===== src/rtl/spi_controller.sv =====
// SPI controller: originates two-byte register-access frames, a command
// byte {wr_rdn, addr} and then a data byte, both MSB first, for spi_peripheral.
// spi_clk is produced by dividing clk. The frame sequence is
// IDLE, SETUP, BYTE1, GAP, BYTE2, HOLD, RECOVER.
//
// Ports:
//   clk, rst       system clock; asynchronous active-high reset
//   ena            clock enable; when low, all state and outputs hold
//   mode           {CPOL, CPHA}, latched when a frame is accepted
//   start          frame request, accepted only in IDLE with ena high
//   wr_rdn         1 = write, 0 = read; latched on accept
//   addr, wdata    register address and write data; latched on accept
//   busy           high while a frame is in progress
//   done           one-cycle pulse when a frame completes
//   rdata          read data, updated at done for read frames only
//   status         status byte captured during the command byte
//   spi_clk        serial clock (registered)
//   spi_mosi       serial data out (registered)
//   spi_miso       serial data in
//   spi_cs_n       active-low chip select (registered)
//
// Optional feature macro: SPI_CTRL_STATUS_EN
//   Defined:   MISO is captured during BYTE1, and status holds that byte.
//   Undefined: status is tied to 0, and MISO is captured only in BYTE2.
module spi_controller #(
    parameter int REG_W   = 8,
    parameter int CLK_DIV = 4,
    parameter int GAP_CYC = 8
) (
    input  logic             clk,
    input  logic             rst,
    input  logic             ena,
    input  logic [1:0]       mode,
    input  logic             start,
    input  logic             wr_rdn,
    input  logic [REG_W-2:0] addr,
    input  logic [REG_W-1:0] wdata,
    output logic             busy,
    output logic             done,
    output logic [REG_W-1:0] rdata,
    output logic [REG_W-1:0] status,
    output logic             spi_clk,
    output logic             spi_mosi,
    input  logic             spi_miso,
    output logic             spi_cs_n
);

    localparam int              BW       = $clog2(REG_W) + 1;
    localparam int              FW       = 2 * REG_W;
    localparam logic [7:0]      DIV_LD   = 8'(CLK_DIV - 1);
    localparam logic [7:0]      GAP_LD   = 8'(GAP_CYC - 1);
    localparam logic [BW-1:0]   LAST_BIT = BW'(REG_W - 1);

    typedef enum logic [2:0] {
        IDLE, SETUP, BYTE1, GAP, BYTE2, HOLD, RECOVER
    } state_t;

    state_t           state_q, state_d;
    logic [7:0]       cnt_q, cnt_d;
    logic [BW-1:0]    bit_q, bit_d;
    logic             cpol_q, cpol_d;
    logic             cpha_q, cpha_d;
    logic             wr_q, wr_d;
    logic [FW-1:0]    tx_q, tx_d;
    logic [REG_W-1:0] rx_q, rx_d;
    logic             busy_q, busy_d;
    logic             done_q, done_d;
    logic [REG_W-1:0] rdata_q, rdata_d;
    logic             sclk_q, sclk_d;
    logic             mosi_q, mosi_d;
    logic             cs_n_q, cs_n_d;

    logic             tick;
    logic [7:0]       cnt_dec;
    logic             lead;
    logic             trail;
    logic             samp_en;
    logic [FW-1:0]    frame;

`ifdef SPI_CTRL_STATUS_EN
    logic [REG_W-1:0] status_q, status_d;
    assign samp_en = 1'b1;
    assign status  = status_q;
`else
    // Without the status feature, MISO is only captured during the data byte.
    assign samp_en = (state_q == BYTE2);
    assign status  = '0;
`endif

    always_comb begin
        state_d = state_q;
        cnt_d   = cnt_q;
        bit_d   = bit_q;
        cpol_d  = cpol_q;
        cpha_d  = cpha_q;
        wr_d    = wr_q;
        tx_d    = tx_q;
        rx_d    = rx_q;
        busy_d  = busy_q;
        done_d  = done_q;
        rdata_d = rdata_q;
        sclk_d  = sclk_q;
        mosi_d  = mosi_q;
        cs_n_d  = cs_n_q;
`ifdef SPI_CTRL_STATUS_EN
        status_d = status_q;
`endif
        tick    = (cnt_q == 8'd0);
        cnt_dec = tick ? DIV_LD : cnt_q - 8'd1;
        lead    = 1'b0;
        trail   = 1'b0;
        frame   = {wr_rdn, addr, wr_rdn ? wdata : {REG_W{1'b0}}};

        if (ena) begin
            done_d = 1'b0;
            unique case (state_q)
                IDLE: begin
                    sclk_d = mode[1];
                    if (start) begin
                        state_d = SETUP;
                        cnt_d   = DIV_LD;
                        bit_d   = '0;
                        cpol_d  = mode[1];
                        cpha_d  = mode[0];
                        wr_d    = wr_rdn;
                        cs_n_d  = 1'b0;
                        busy_d  = 1'b1;
                        tx_d    = frame;
                        // CPHA=0 must present the first bit before any edge.
                        if (!mode[0]) begin
                            mosi_d = frame[FW-1];
                            tx_d   = {frame[FW-2:0], 1'b0};
                        end
                    end
                end
                SETUP, BYTE1, BYTE2: begin
                    cnt_d = cnt_dec;
                    if (tick) begin
                        sclk_d = ~sclk_q;
                        lead   = (sclk_q == cpol_q);
                        trail  = ~lead;
                    end
                    if (state_q == SETUP && tick) begin
                        state_d = BYTE1;
                    end
                    if (trail) begin
                        if (bit_q == LAST_BIT) begin
                            if (state_q == BYTE1) begin
                                state_d = GAP;
                                cnt_d   = GAP_LD;
                            end else begin
                                state_d = HOLD;
                            end
                        end else begin
                            bit_d = bit_q + BW'(1);
                        end
                    end
                    // CPHA=0 shifts on trailing edges, except after the
                    // final bit of the frame.
                    if (cpha_q ? lead
                               : (trail && !(state_q == BYTE2 &&
                                             bit_q == LAST_BIT))) begin
                        mosi_d = tx_q[FW-1];
                        tx_d   = {tx_q[FW-2:0], 1'b0};
                    end
                    if ((cpha_q ? trail : lead) && samp_en) begin
                        rx_d = {rx_q[REG_W-2:0], spi_miso};
                    end
`ifdef SPI_CTRL_STATUS_EN
                    if (state_q == BYTE1 && trail && bit_q == LAST_BIT) begin
                        status_d = rx_d;
                    end
`endif
                end
                GAP: begin
                    cnt_d = cnt_dec;
                    if (tick) begin
                        state_d = BYTE2;
                        cnt_d   = DIV_LD;
                        bit_d   = '0;
                    end
                end
                HOLD: begin
                    cnt_d = cnt_dec;
                    if (tick) begin
                        state_d = RECOVER;
                        cs_n_d  = 1'b1;
                        mosi_d  = 1'b0;
                    end
                end
                RECOVER: begin
                    cnt_d = cnt_dec;
                    if (tick) begin
                        state_d = IDLE;
                        done_d  = 1'b1;
                        busy_d  = 1'b0;
                        if (!wr_q) begin
                            rdata_d = rx_q;
                        end
                    end
                end
                default: state_d = IDLE;
            endcase
        end
    end

    always_ff @(posedge clk or posedge rst) begin
        if (rst) begin
            state_q  <= IDLE;
            cnt_q    <= '0;
            bit_q    <= '0;
            cpol_q   <= 1'b0;
            cpha_q   <= 1'b0;
            wr_q     <= 1'b0;
            tx_q     <= '0;
            rx_q     <= '0;
            busy_q   <= 1'b0;
            done_q   <= 1'b0;
            rdata_q  <= '0;
            sclk_q   <= 1'b0;
            mosi_q   <= 1'b0;
            cs_n_q   <= 1'b1;
`ifdef SPI_CTRL_STATUS_EN
            status_q <= '0;
`endif
        end else begin
            state_q  <= state_d;
            cnt_q    <= cnt_d;
            bit_q    <= bit_d;
            cpol_q   <= cpol_d;
            cpha_q   <= cpha_d;
            wr_q     <= wr_d;
            tx_q     <= tx_d;
            rx_q     <= rx_d;
            busy_q   <= busy_d;
            done_q   <= done_d;
            rdata_q  <= rdata_d;
            sclk_q   <= sclk_d;
            mosi_q   <= mosi_d;
            cs_n_q   <= cs_n_d;
`ifdef SPI_CTRL_STATUS_EN
            status_q <= status_d;
`endif
        end
    end

    assign busy     = busy_q;
    assign done     = done_q;
    assign rdata    = rdata_q;
    assign spi_clk  = sclk_q;
    assign spi_mosi = mosi_q;
    assign spi_cs_n = cs_n_q;

endmodule

===== config.mk =====
export PLATFORM = sky130hd
export DESIGN_NAME = spi_controller
export DESIGN_NICKNAME = d
export VERILOG_FILES = /design/src/rtl/spi_controller.sv
export SDC_FILE = /design/constraint.sdc
export NUM_CORES = 1
export LEC_CHECK = 0
export CAP_MARGIN = 20
export CORE_MARGIN = 3
export CORE_UTILIZATION = 40
export CTS_CLUSTER_DIAMETER = 50
export DETAILED_ROUTE_END_ITERATION = 6
export GPL_TIMING_DRIVEN = 0
export SLEW_MARGIN = 10
export SYNTH_ARGS = -nofsm -noshare
export SYNTH_HDL_FRONTEND = slang
export SYNTH_SLANG_ARGS = --single-unit

===== constraint.sdc =====
create_clock -name clk -period 1.9 [get_ports clk]
set_input_delay 0.38 -clock clk [delete_from_list [all_inputs] [get_ports clk]]
set_output_delay 0.38 -clock clk [all_outputs]
set_load 0.005 [all_outputs]

==> run summary <==
Result of the run -> complete, but fails checks
Violated checks -> setup timing
DRC viols -> 0
Clock tree from TritonCTS -> built
Routed Antenna Nets -> 0
Area growth from synthesis to layout -> 34.8%
Clock slew at reported path FFs -> 0.11 ns
RSZ-0062 raised after global routing -> yes
Depth of the CTS H-tree -> 2
Flip-flop and latch area -> 1380 µm²
Worst Reg2Reg Path Length in Cells -> 7
Yosys Warn Count -> 0
Worst slack after detailed placement -> -0.490 ns
Die X -> 94.1 µm
Iter 0 DRT Violations -> 144
DP Wirelength -> 4520 µm
Buffers added on ports -> 34
Maximum number of pins on one net before global-route repair -> 37
Core Area -> 7370 µm²
# hold bufs at CTS -> 0
Global-route wire length before repair -> 11300 µm
Combined area of the multi-input logic cells -> 1770 µm²
Number of nets in the layout -> 403
Fillers -> 638
Antenna violations before repair -> 0
Number of clock sinks seen by CTS -> 55
Path category of the worst min-delay check -> in -> async
Maximum fanout count along the critical path -> 5
Post-route worst setup slack -> -0.168 ns
Worst r2r dst -> tx_q[9]$_DFFE_PP0P_
Master cell of the clock root buffer -> clkbuf_8
Crit path DAT -> 2.27 ns
Static leakage -> 0.00187 µW
Data required time at the worst endpoint -> 2.10 ns
Worst Setup Start Kind -> register
Setup violators final -> 26
Clock period minus final worst setup slack -> 2.07 ns
Worst Skew -> 0.0112 ns
Average size of a mapped cell -> 10.3 µm²
Slew HR -> 55.2%
Number of top-level pins -> 44
Pin slew with the least headroom to its limit -> 0.672 ns
Routability-driven placement congestion ratio -> 0.821
Final number of hold-violating endpoints -> 0
Die ar. -> 8850 µm²
Wire length per cell after detailed routing -> 14.5 µm
Post-Syn Instances -> 300
Clock buffer count from CTS -> 5
Category of the worst setup path capture point -> register
Proportion of synthesized chip area in sequential cells -> 44.4%
Pwr dens -> 1090 nW/µm²
Count of unique library cells instantiated by Yosys -> 52
Detail-routed via count per cell -> 5.14
Number of placement rows -> 31
Starting density of the core -> 42.1%
Clock insertion delay at the later pin of the skew report -> 0.31 ns
Register-to-register setup slack -> -0.17 ns
Proportion of layout cells with a drive suffix above 1 -> 33.9%
Maximum clock frequency -> 0.484 GHz
Number of violations of the max-capacitance limit -> 0
Count of placed standard cells including taps -> 441
Height of the die -> 94.1 µm
Layout Cells excl Fill -> 477
Synth Cell Area -> 3100 µm²
Total iterations of the first detailed-routing run -> 4
Design Power -> 4560 µW
Number of vias in the routed layout -> 2452
Gr usage total -> 15.8%
WS Path Type -> reg -> reg
Number of synthesized flops with an enable pin -> 0
Period utilisation layout -> 109%
Number of antenna diodes -> 0
Reg-to-reg critical path startpoint -> cnt_q[5]$_DFFE_PP0P_
Final core utilization -> 56.7%
Synth Flop Type -> dfrtp_1
Pins over their slew limit -> 0
Overflow left after global routing -> 0
Wirelength, routed -> 6920 µm
Max IR drop VDD -> 0.603 mV
Count of state elements after synthesis -> 55
Bufs on Longest Clock Path -> 2
Vias in the first global route -> 2305
Post-synthesis async set-or-reset flop share -> 100%
## sequential cells by signal, summed over array words and instances (netlist names), 3 cells and up
name and count:
rdata 8, state_q 3, tx_q 16, cnt_q 8
rx_q 8, bit_q 4
## layout by cell type, fill, tap and decap left out, drive strengths merged, types with 4 or more instances in the layout
master,Yosys,layout
nand2,37,37
nor2,17,17
mux2,42,42
mux2i,9,9
conb,1,8
nor3,5,5
a21oi,8,8
nand2b,4,4
xor2,4,4
nand3,14,14
xnor2,4,4
inv,6,8
buf,18,46
o21ai,27,27
nor4,4,4
dfrtp,54,54
clkbuf,6,12
clkdlybuf4s50,0,34
## worst max path at each step
| stage | startpoint | endpoint | slack, ns | cells after the start |
|---|---|---|---|---|
| floorplan | bit_q[0]$_DFFE_PP0P_ | tx_q[1]$_DFFE_PP0P_ | -0.09 | 7 |
| global placement | rst | cnt_q[3]$_DFFE_PP0P_ | -0.91 | 2 |
| detailed placement | ena | tx_q[9]$_DFFE_PP0P_ | -0.49 | 6 |
| CTS | bit_q[0]$_DFFE_PP0P_ | tx_q[11]$_DFFE_PP0P_ | -0.17 | 8 |
| global route | cnt_q[1]$_DFFE_PP0P_ | tx_q[9]$_DFFE_PP0P_ | -0.25 | 9 |
| finish | cnt_q[5]$_DFFE_PP0P_ | tx_q[9]$_DFFE_PP0P_ | -0.17 | 7 |
## repair_timing
item                       4_1_cts  5_1_grt
setup buffers                   15       14
pin swaps                        9        5
gates resized for setup         16       57
setup endpoints to repair       41       48
cloned                           1        0
## metrics by stage
| step | instance area (µm²) | hold slack, ns | TNS, ns |
|---|---|---|---|
| 6_report | 4180 | 0.379 | -1.91 |
| 5_1_grt | 4180 | 0.416 | -4.51 |
| 4_1_cts | 3930 | 0.397 | -2.56 |
| 3_5_place_dp | 3620 | 0.479 | -14.17 |
| 3_3_place_gp | 3600 | 0.470 | -63.40 |
| 2_1_floorplan | 3140 | 0.451 | -0.845 |
## logic make-up (layout without fill, tap and decap cells)
logic type,after synthesis,count (layout),synth area share (%)
AO/OA/AOI/OAI,55,55,11.3
adder cells (fa/ha/maj),3,3,1.21
multiplexers,51,51,19.2
XOR/XNOR,8,8,2.26
buffers and inverters,30,101,5.41
other,1,8,0.121
flip-flops,55,55,44.4
AND/OR/NAND/NOR,97,97,16.1
## worst max-delay path, cell delays in order, from the launching register on
cell	delay, ns
dfrtp_1	0.44
nor4_4	0.44
nand2_2	0.12
a21o_1	0.22
a21oi_4	0.19
buf_6	0.14
buf_12	0.11
mux2_4	0.29
## synth_stat cells, drive strengths merged (4+ instances only)
library cell  instances  area (µm²)
nand2                37         139
nor4                  4        31.3
xor2                  4        35.0
buf                  18         123
mux2i                 9        90.1
inv                   6        22.5
clkbuf                6        22.5
nand3                14        70.1
nor3                  5        30.0
mux2                 42         507
o21ai                27         135
dfrtp                54        1350
xnor2                 4        35.0
nor2                 17        66.3
nand2b                4        25.0
a21oi                 8        51.3
## where the power goes
group	total (µW)	switching (µW)	internal (µW)
sequential	1740	263	1470
clock	708	434	275
combinational	2120	968	1150
total	4560	1660	2900
## metal layers
metal  wire (µm)  vias up  GRT usage [%]
met4          44        0           3.73
met2        3380       39           25.5
met1        3290     1200           22.0
met5           0        -              0
met3         206        5           3.04
li1            -     1208              -
## cell type report
class,count,area share (%)
Clock buffer,5,1.65
Multi-Input combinational cell,222,42.4
Inverter,6,0.539
Timing Repair Buffer,63,14.6
Buffer,24,4.22
Sequential cell,55,33.0
Tap cell,99,2.96
Clock inverter,3,0.658
No activity file was read; power rests on OpenSTA's default activity.
